===== config.mk =====
export PLATFORM = sky130hd
export DESIGN_NAME = address_arbiter
export DESIGN_NICKNAME = d
export VERILOG_FILES = /design/src/rtl/address_arbiter.sv
export SDC_FILE = /design/constraint.sdc
export NUM_CORES = 1
export LEC_CHECK = 0
export BUFFER_PORTS_ARGS = -buffer_cell sky130_fd_sc_hd__buf_2
export CAP_MARGIN = 15
export CORE_ASPECT_RATIO = 0.9
export CORE_UTILIZATION = 32
export CTS_CLUSTER_DIAMETER = 80
export CTS_CLUSTER_SIZE = 24
export DETAILED_ROUTE_END_ITERATION = 10
export GPL_ROUTABILITY_DRIVEN = 1
export GPL_TIMING_DRIVEN = 1
export HOLD_SLACK_MARGIN = 0.1
export PLACE_DENSITY_LB_ADDON = 0.05
export SYNTH_ARGS = -nofsm -noshare
export SYNTH_HDL_FRONTEND = slang
export SYNTH_SLANG_ARGS = --single-unit

===== constraint.sdc =====
create_clock -name clock -period 2.1 [get_ports clock]
set_input_delay 0.525 -clock clock [delete_from_list [all_inputs] [get_ports clock]]
set_output_delay 0.525 -clock clock [all_outputs]
set_load 0.02 [all_outputs]

===== src/rtl/address_arbiter.sv =====
// Round-robin arbiter sharing one histogram-memory address port among NREQ
// address generators, with a forced idle gap after each issue.
module address_arbiter #(
  parameter int NREQ        = 4,
  parameter int ADDRESSBITS = 8,
  parameter int GAP         = 2
) (
  input  logic                        clock,
  input  logic                        reset,
  input  logic [NREQ-1:0]             req,
  input  logic [NREQ*ADDRESSBITS-1:0] reqAddress,
  input  logic                        storageReady,
  output logic [NREQ-1:0]             grant,
  output logic [ADDRESSBITS-1:0]      address,
  output logic                        newAddress,
  output logic                        busy,
  output logic [15:0]                 issueCount
);

  localparam int unsigned N        = NREQ;
  localparam int unsigned PTRW     = (NREQ > 1) ? $clog2(NREQ) : 1;
  localparam logic [3:0]  GAP_INIT = 4'(GAP);

  typedef enum logic {
    ST_IDLE,
    ST_GAP
  } state_t;

  state_t                  state_q, state_d;
  logic [3:0]              gap_cnt_q, gap_cnt_d;
  logic [PTRW-1:0]         ptr_q, ptr_d;
  logic [NREQ-1:0]         grant_q, grant_d;
  logic [ADDRESSBITS-1:0]  address_q, address_d;
  logic                    new_address_q, new_address_d;
  logic                    busy_q, busy_d;
  logic [15:0]             issue_count_q, issue_count_d;

  logic                    found;
  logic [PTRW-1:0]         win_idx;
  logic [PTRW-1:0]         cand_idx;

  // First requester with req high, searching from ptr upward modulo NREQ.
  always_comb begin
    found    = 1'b0;
    win_idx  = '0;
    cand_idx = '0;
    for (int unsigned i = 0; i < N; i++) begin
      cand_idx = PTRW'((32'(ptr_q) + i) % N);
      if (!found && req[cand_idx]) begin
        found   = 1'b1;
        win_idx = cand_idx;
      end
    end
  end

  always_comb begin
    state_d       = state_q;
    gap_cnt_d     = gap_cnt_q;
    ptr_d         = ptr_q;
    grant_d       = '0;
    address_d     = address_q;
    new_address_d = 1'b0;
    busy_d        = busy_q;
    issue_count_d = issue_count_q;
    case (state_q)
      ST_IDLE: begin
        if (storageReady && found) begin
          address_d        = reqAddress[32'(win_idx)*ADDRESSBITS +: ADDRESSBITS];
          new_address_d    = 1'b1;
          grant_d[win_idx] = 1'b1;
          ptr_d            = PTRW'((32'(win_idx) + 1) % N);
          gap_cnt_d        = GAP_INIT;
          state_d          = ST_GAP;
          busy_d           = 1'b1;
          if (issue_count_q != 16'hFFFF) begin
            issue_count_d = issue_count_q + 16'd1;
          end
        end
      end
      ST_GAP: begin
        gap_cnt_d = gap_cnt_q - 4'd1;
        if (gap_cnt_q == 4'd1) begin
          state_d = ST_IDLE;
          busy_d  = 1'b0;
        end
      end
      default: state_d = ST_IDLE;
    endcase
  end

  always_ff @(posedge clock or posedge reset) begin
    if (reset) begin
      state_q       <= ST_IDLE;
      gap_cnt_q     <= '0;
      ptr_q         <= '0;
      grant_q       <= '0;
      address_q     <= '0;
      new_address_q <= 1'b0;
      busy_q        <= 1'b0;
      issue_count_q <= '0;
    end else begin
      state_q       <= state_d;
      gap_cnt_q     <= gap_cnt_d;
      ptr_q         <= ptr_d;
      grant_q       <= grant_d;
      address_q     <= address_d;
      new_address_q <= new_address_d;
      busy_q        <= busy_d;
      issue_count_q <= issue_count_d;
    end
  end

  assign grant      = grant_q;
  assign address    = address_q;
  assign newAddress = new_address_q;
  assign busy       = busy_q;
  assign issueCount = issue_count_q;

endmodule


==> results.md, run 1 <==
- Post-Route WL: around 4100 um
- Hold crit path type: in -> async
- Slew headroom: 0.674
- Slowest-stage cell, CP: a311oi_2
- Utilization after layout: 0.428
- TritonCTS clock tree: yes
- Die Area: between 6000 and 7000 sq um
- Netlist cell types: 36
- Family with the most delay on the worst path: compound AO/OA/AOI/OAI gates
- Final Critical Period: roughly 1.8 ns
- Vias per cell: ~4.7
- Max VDD drop: roughly 0.00046 V
- Clock sinks: 37
- Design Power: 0.00265 W
- Outcome: complete, but fails checks
- Die Y: between 70 and 80 um
- YS warnings: 0
- Post-CTS setup buffer count: 0
- Actual slew at the worst max-slew pin: about 0.49 ns
- Synth area leaders: dfrtp_1 (48%), mux2i_1 (8.8%), o221ai_2 (6.2%), xnor2_1 (5.9%), nand2_1 (2.9%)
- Post-synth EDFFs: 0
- Post-Syn Area: around 1900 sq um
- Fraction of the yosys area taken by sequential cells: 0.480
- Largest net degree at the start of global routing: 38
- Final setup vio count: 0
- Critical path buffers and inverters: 1
- Post-DP HPWL: approximately 3000 um
- Startpoint Class: flop
- Vias in the first global route: between 1000 and 1500
- Core ar.: around 5800 sq um
- Wirelength per Cell: between 10 and 15 um
- Die W: between 80 and 90 um
- Final Hold Vio Count: 0
- Synth Register Bits: 37
- Final worst-path cycle share: 0.854
- Clock Skew: 0.00954 ns
- CTS H-tree lvls: 2
- Reg clk slew, reported paths: around 0.070 ns
- Crit. Startpoint: ptr_q[1]
- Antenna Nets Post-Route: 0
- Post-synth top area cell: dfrtp_1
- Syn_nets: ~210
- Async set-reset flop share out of synthesis: 1.00
- Layout cell share with drive strength beyond 1: 0.416
- Hold Buf Count CTS: 0
- Global-route wire length before repair: 6520 um
- Row cnt: 26
- WP data arrival: 1.96 ns
- Multi-input combinational cell area: 933 sq um
- Insertion delay to the later sink of the worst-skew pair: 0.29 ns
- Comb power frac: 0.404
- Gr usage total: 0.134
- Psw: between 0.001 and 0.0015 W
- Placer Congestion: ~0.70
- R2R Path Start: ptr_q[1]
- Iteration-0 DRC count of the detailed router: 50
- Io pins: a little under 70
- RSZ-0062 raised after global routing: false
- Gate count after technology mapping: 163
- Setup TNS Final: 0 ns
- Leak: around 1.3 nW
- Antenna diodes: 0
- Net switching fraction of the power: 0.380
- CP endpoint kind: flop
- Resized cells post-CTS: 0
- Port bufs: between 60 and 70
- Area grow syn2layout: 27.8%
- Starting Density: 0.335
- Cell Pwr Density: about 1100 nW/um^2
- Clock root cell: clkbuf_8
- Top cells by count, synth: dfrtp_1 (37), mux2i_1 (17), nand2_1 (15), xnor2_1 (13)
- # fillers: 567
- Register share of total power: 0.402
- Crit Path Max Fanout: 10
- Sequential Area: a little over 900 sq um
- Clock buffer depth: 2
- GRT Residual Overflow: 0
- Clock network power share: 0.194
- Max_cap viols: 0
- TritonRoute pass-1 iters: 6
- Post-synth top area share: 0.480
- Top-count cell post-synth: dfrtp_1
- Slew Limit Fails: 0
- Prevailing post-synth register cell: dfrtp_1
- WS Path Type: reg -> reg
- Avg Cell Area, Syn: 11.8 sq um
- # DRC: 11
- Required time worst endpoint: ~2.3 ns
- Initial antenna violation count: 0
- Via count: about 1500
- Peak Freq: approximately 0.56 GHz
- Crit-path max cell delay: roughly 0.47 ns
- CTS buffer count: 5
- Violated checks: DRC
- CP Cell Sequence: mux2i_1 -> nor2_1 -> a311oi_2 -> nand2b_1 -> buf_12 -> o221ai_2
- Final #Nets: 280
- Int Power: ~0.0016 W
==> placed cells by master (no fill, tap or decap), types with 2 or more instances in the layout <==
cell      instances
a21oi_1           5
and3_1            3
buf_12            2
buf_2            68
buf_4             3
clkbuf_8          6
dfrtp_1          37
ha_1              3
inv_1             6
mux2_2            2
mux2i_1          17
nand2_1          15
nand2b_1          2
nand3_1           9
nand4_1           5
nor2_1            9
o21ai_1           2
o221ai_2          8
xnor2_1          13
xor2_1            4
==> kinds of logic after synthesis <==
kind of cell / after synthesis / share of synthesized area
AOI/OAI and AO/OA: 22 / 0.129
buffers and inverters: 12 / 0.0363
adders and majority gates: 3 / 0.0195
muxes: 19 / 0.0999
DFF: 37 / 0.480
xor gates and xnor gates: 17 / 0.0772
and+or+nand+nor: 53 / 0.158
==> cell type report <==
| class | count | share of cell area |
|---|---|---|
| inverter | 7 | 0.0107 |
| clock inverter | 1 | 0.00304 |
| multi-input combinational | 114 | 0.378 |
| clock buffer | 6 | 0.0335 |
| sequential | 37 | 0.375 |
| tap | 70 | 0.0355 |
| timing repair buffer | 73 | 0.163 |
==> layer usage <==
metal  vias to the layer above  routed length (um)  track usage
met5                         -                   0            0
met4                         0                  64       0.0632
met3                         8                 185       0.0347
met2                        31                1830        0.199
met1                       682                2050        0.186
li1                        731                   -            -
==> through the flow <==
stage / cell area, sq um / instances / hold slack (ns) / worst slack [ns]
2_1_floorplan: 1930 / 163 / 0.457 / 0.372
3_3_place_gp: 2380 / 301 / 0.471 / 0.203
3_5_place_dp: 2380 / 301 / 0.472 / 0.172
4_1_cts: 2470 / 308 / 0.355 / 0.281
5_1_grt: 2470 / 308 / 0.389 / 0.164
6_report: 2470 / 308 / 0.342 / 0.307
==> sequential cells by signal (all words and copies together), names as in the netlist <==
register,flops
gap_cnt_q,4
newAddress,1
address,8
state_q,1
busy,1
grant,4
ptr_q,2
issueCount,16
==> final timing paths <==
| check | to | slack [ns] | cells past startpoint |
|---|---|---|---|
| max | address[2] | 0.31 | 6 |
| max in group asynchronous | gap_cnt_q[3] | 1.42 | 3 |
| min | grant[0] | 0.34 | 3 |
| min reg2reg | address[5] | 0.49 | 2 |
| max reg2reg | address[2] | 0.31 | 6 |
| min in group clock | address[5] | 0.49 | 2 |
==> power by group through the flow <==
stage               Sequential, W  Combinational, W  Clock, W
floorplan                 0.00122          0.000619         0
global route              0.00110           0.00119  0.000566
CTS                       0.00107           0.00109  0.000541
detailed placement        0.00108           0.00109         0
finish                    0.00107           0.00107  0.000516
global placement          0.00109           0.00108         0
==> worst min-delay path: stages <==
cell and delay (ns):
buf_2 0.09, inv_1 0.04, buf_4 0.41
No activity file was read; power rests on OpenSTA's default activity.
==> run 2, diff against run 1 <==
PLACE_DENSITY_LB_ADDON = 0.25   (was 0.05)
==> run 2 against run 1 <==
  * The flow still finishes with violations (DRC)
  * Clock power shrank 4.7%
  * Combinational power is essentially flat
  * Die area is the same
  * Non-clock buffer count grew 1
  * Worst setup slack gained 0.031 ns
  * Critical path type unchanged
  * Largest power group unchanged
==> results.md, run 2 (synthesized netlist as in run 1, its figures left out) <==
- Leak: ~1.3 nW
- Register share of total power: 0.411
- Via count: 1467
- Met1 usage in global routing: 0.182
- Insertion delay to the later sink of the worst-skew pair: slightly below 0.3 ns
- Vias in the first global route: ~1300
- Initial antenna violation count: 0
- Final Hold Vio Count: 0
- Startpoint Class: flop
- Clock sinks: 37
- Starting Density: 0.335
- Max VDD drop: 0.000421 V
- Net switching fraction of the power: 0.384
- Violated checks: DRC
- Post-DP HPWL: 3050 um
- GRT Residual Overflow: 0
- Placed cell area: 2380 sq um
- TritonCTS clock tree: yes
- Commonest non-fill, non-tap cells in the layout: buf_2 (68), dfrtp_1 (37), mux2i_1 (17)
- Largest net degree at the start of global routing: 38
- Port bufs: 68
- Core ar.: 5760 sq um
- Antenna Nets Post-Route: 0
- Setup TNS Final: 0 ns
- Final #Nets: 281
- Slew Limit Fails: 0
- Vias per cell: roughly 4.7
- Row cnt: 26
- Required time worst endpoint: roughly 2.3 ns
- Actual slew at the worst max-slew pin: between 0.4 and 0.5 ns
- Clock Skew: slightly below 0.009 ns
- Placer Congestion: about 0.7
- Iteration-0 DRC count of the detailed router: 74
- Slew headroom: 0.689
- Outcome: complete, but fails checks
- M3 GR Usage: 0.0433
- Die Y: 75.7 um
- Antenna diodes: 0
- Clock network power share: 0.187
- Clock buffer depth: 2
- Resized cells post-CTS: 0
- Crit-path max cell delay: between 0.4 and 0.5 ns
- CP Cell Sequence: ha_1 -> and2_1 -> a21oi_1 -> mux2_2
- CTS buffer count: 5
- Cell Pwr Density: 1060 nW/um^2
- Die W: between 80 and 90 um
- Global-route wire length before repair: 6470 um
- Hold crit path type: in -> async
- Slowest-stage cell, CP: dfrtp_1
- Io pins: between 60 and 70
- Hold Buf Count CTS: 0
- Layout cell share with drive strength beyond 1: 0.421
- Final setup vio count: 0
- Worst r2r path cells: 4
- # DRC: 8
- Int Power: ~0.0016 W
- WP data arrival: 1.93 ns
- Largest register FFs: 16
- Reg clk slew, reported paths: about 0.080 ns
- Most common cell after layout, fill and taps aside: buf_2
- RSZ-0062 raised after global routing: false
- Peak Freq: roughly 0.57 GHz
- Psw: between 0.001 and 0.0015 W
- Final Critical Period: ~1.8 ns
- Gr usage total: 0.134
- GRT busiest layer: met2
- CP endpoint kind: flop
- Wirelength per Cell: 13.1 um
- Met2 Use GR: 0.203
- Clock root cell: clkbuf_8
- WS Path Type: reg -> reg
- Final worst-path cycle share: 0.839
- Comb power frac: 0.402
- Max_cap viols: 0
- CTS H-tree lvls: 2
- Die Area: between 6000 and 7000 sq um
- Post-Route WL: about 4100 um
- Crit Path Max Fanout: 4
- TritonRoute pass-1 iters: 7
- Post-route cell area: around 2500 sq um
- Post-CTS setup buffer count: 0
- Area grow syn2layout: 28.0%
==> run 2: changes by cell type in the layout (fill, tap and decap cells not counted), sizes merged <==
cell / previous run / this run
buf: 73 / 74
clkinv: 0 / 2
clkbuf: 6 / 5
==> run 2: worst max-delay path, delay by kind of cell (launching register included) <==
kind / cells / cell delay [ns]
flops: 1 / 0.46
mux: 1 / 0.37
compound gates: 1 / 0.32
fa+ha+maj: 1 / 0.30
simple gates: 1 / 0.20
==> run 2: power groups by stage <==
| stage | logic, W | registers [W] | clock network (W) |
|---|---|---|---|
| 6_report | 0.00106 | 0.00108 | 0.000492 |
| 5_1_grt | 0.00117 | 0.00112 | 0.000548 |
| 4_1_cts | 0.00107 | 0.00108 | 0.000510 |
| 3_5_place_dp | 0.00107 | 0.00109 | 0 |
| 3_3_place_gp | 0.00106 | 0.00110 | 0 |
| 2_1_floorplan | 0.000619 | 0.00122 | 0 |
==> run 2: area by class of cell <==
type                    count  area [sq um]
fillers                   544          3290
multi-input cells         114           933
flip-flops and latches     37           926
repair buffers             74           410
well taps                  70          87.6
clock buffers               5          68.8
inverters                   7          26.3
clock inverters             3          17.5
==> run 2: final timing paths <==
path / startpoint / to / slack, ns
max: issueCount[0] / issueCount[1] / 0.34
min: reset / grant[1] / 0.33
max reg2reg: issueCount[0] / issueCount[1] / 0.34
min reg2reg: issueCount[5] / issueCount[5] / 0.50
max in group asynchronous: reset / gap_cnt_q[3] / 1.43
min in group clock: issueCount[5] / issueCount[5] / 0.50
==> run 2: per-stage QoR <==
step                cells  hold WS, ns  power [W]   util  worst slack (ns)
floorplan             163        0.457    0.00184      -             0.372
global placement      302        0.472    0.00215  0.414             0.177
detailed placement    302        0.468    0.00217  0.414             0.140
CTS                   310        0.345    0.00267  0.429             0.322
global route          310        0.368    0.00284  0.429             0.202
finish                310        0.333    0.00263  0.429             0.338
==> run 2: metal layers <==
metal / vias to the layer above / wire, um
met5: - / 0
met4: 0 / 55
met3: 5 / 142
met2: 24 / 1920
met1: 703 / 1950
li1: 735 / -
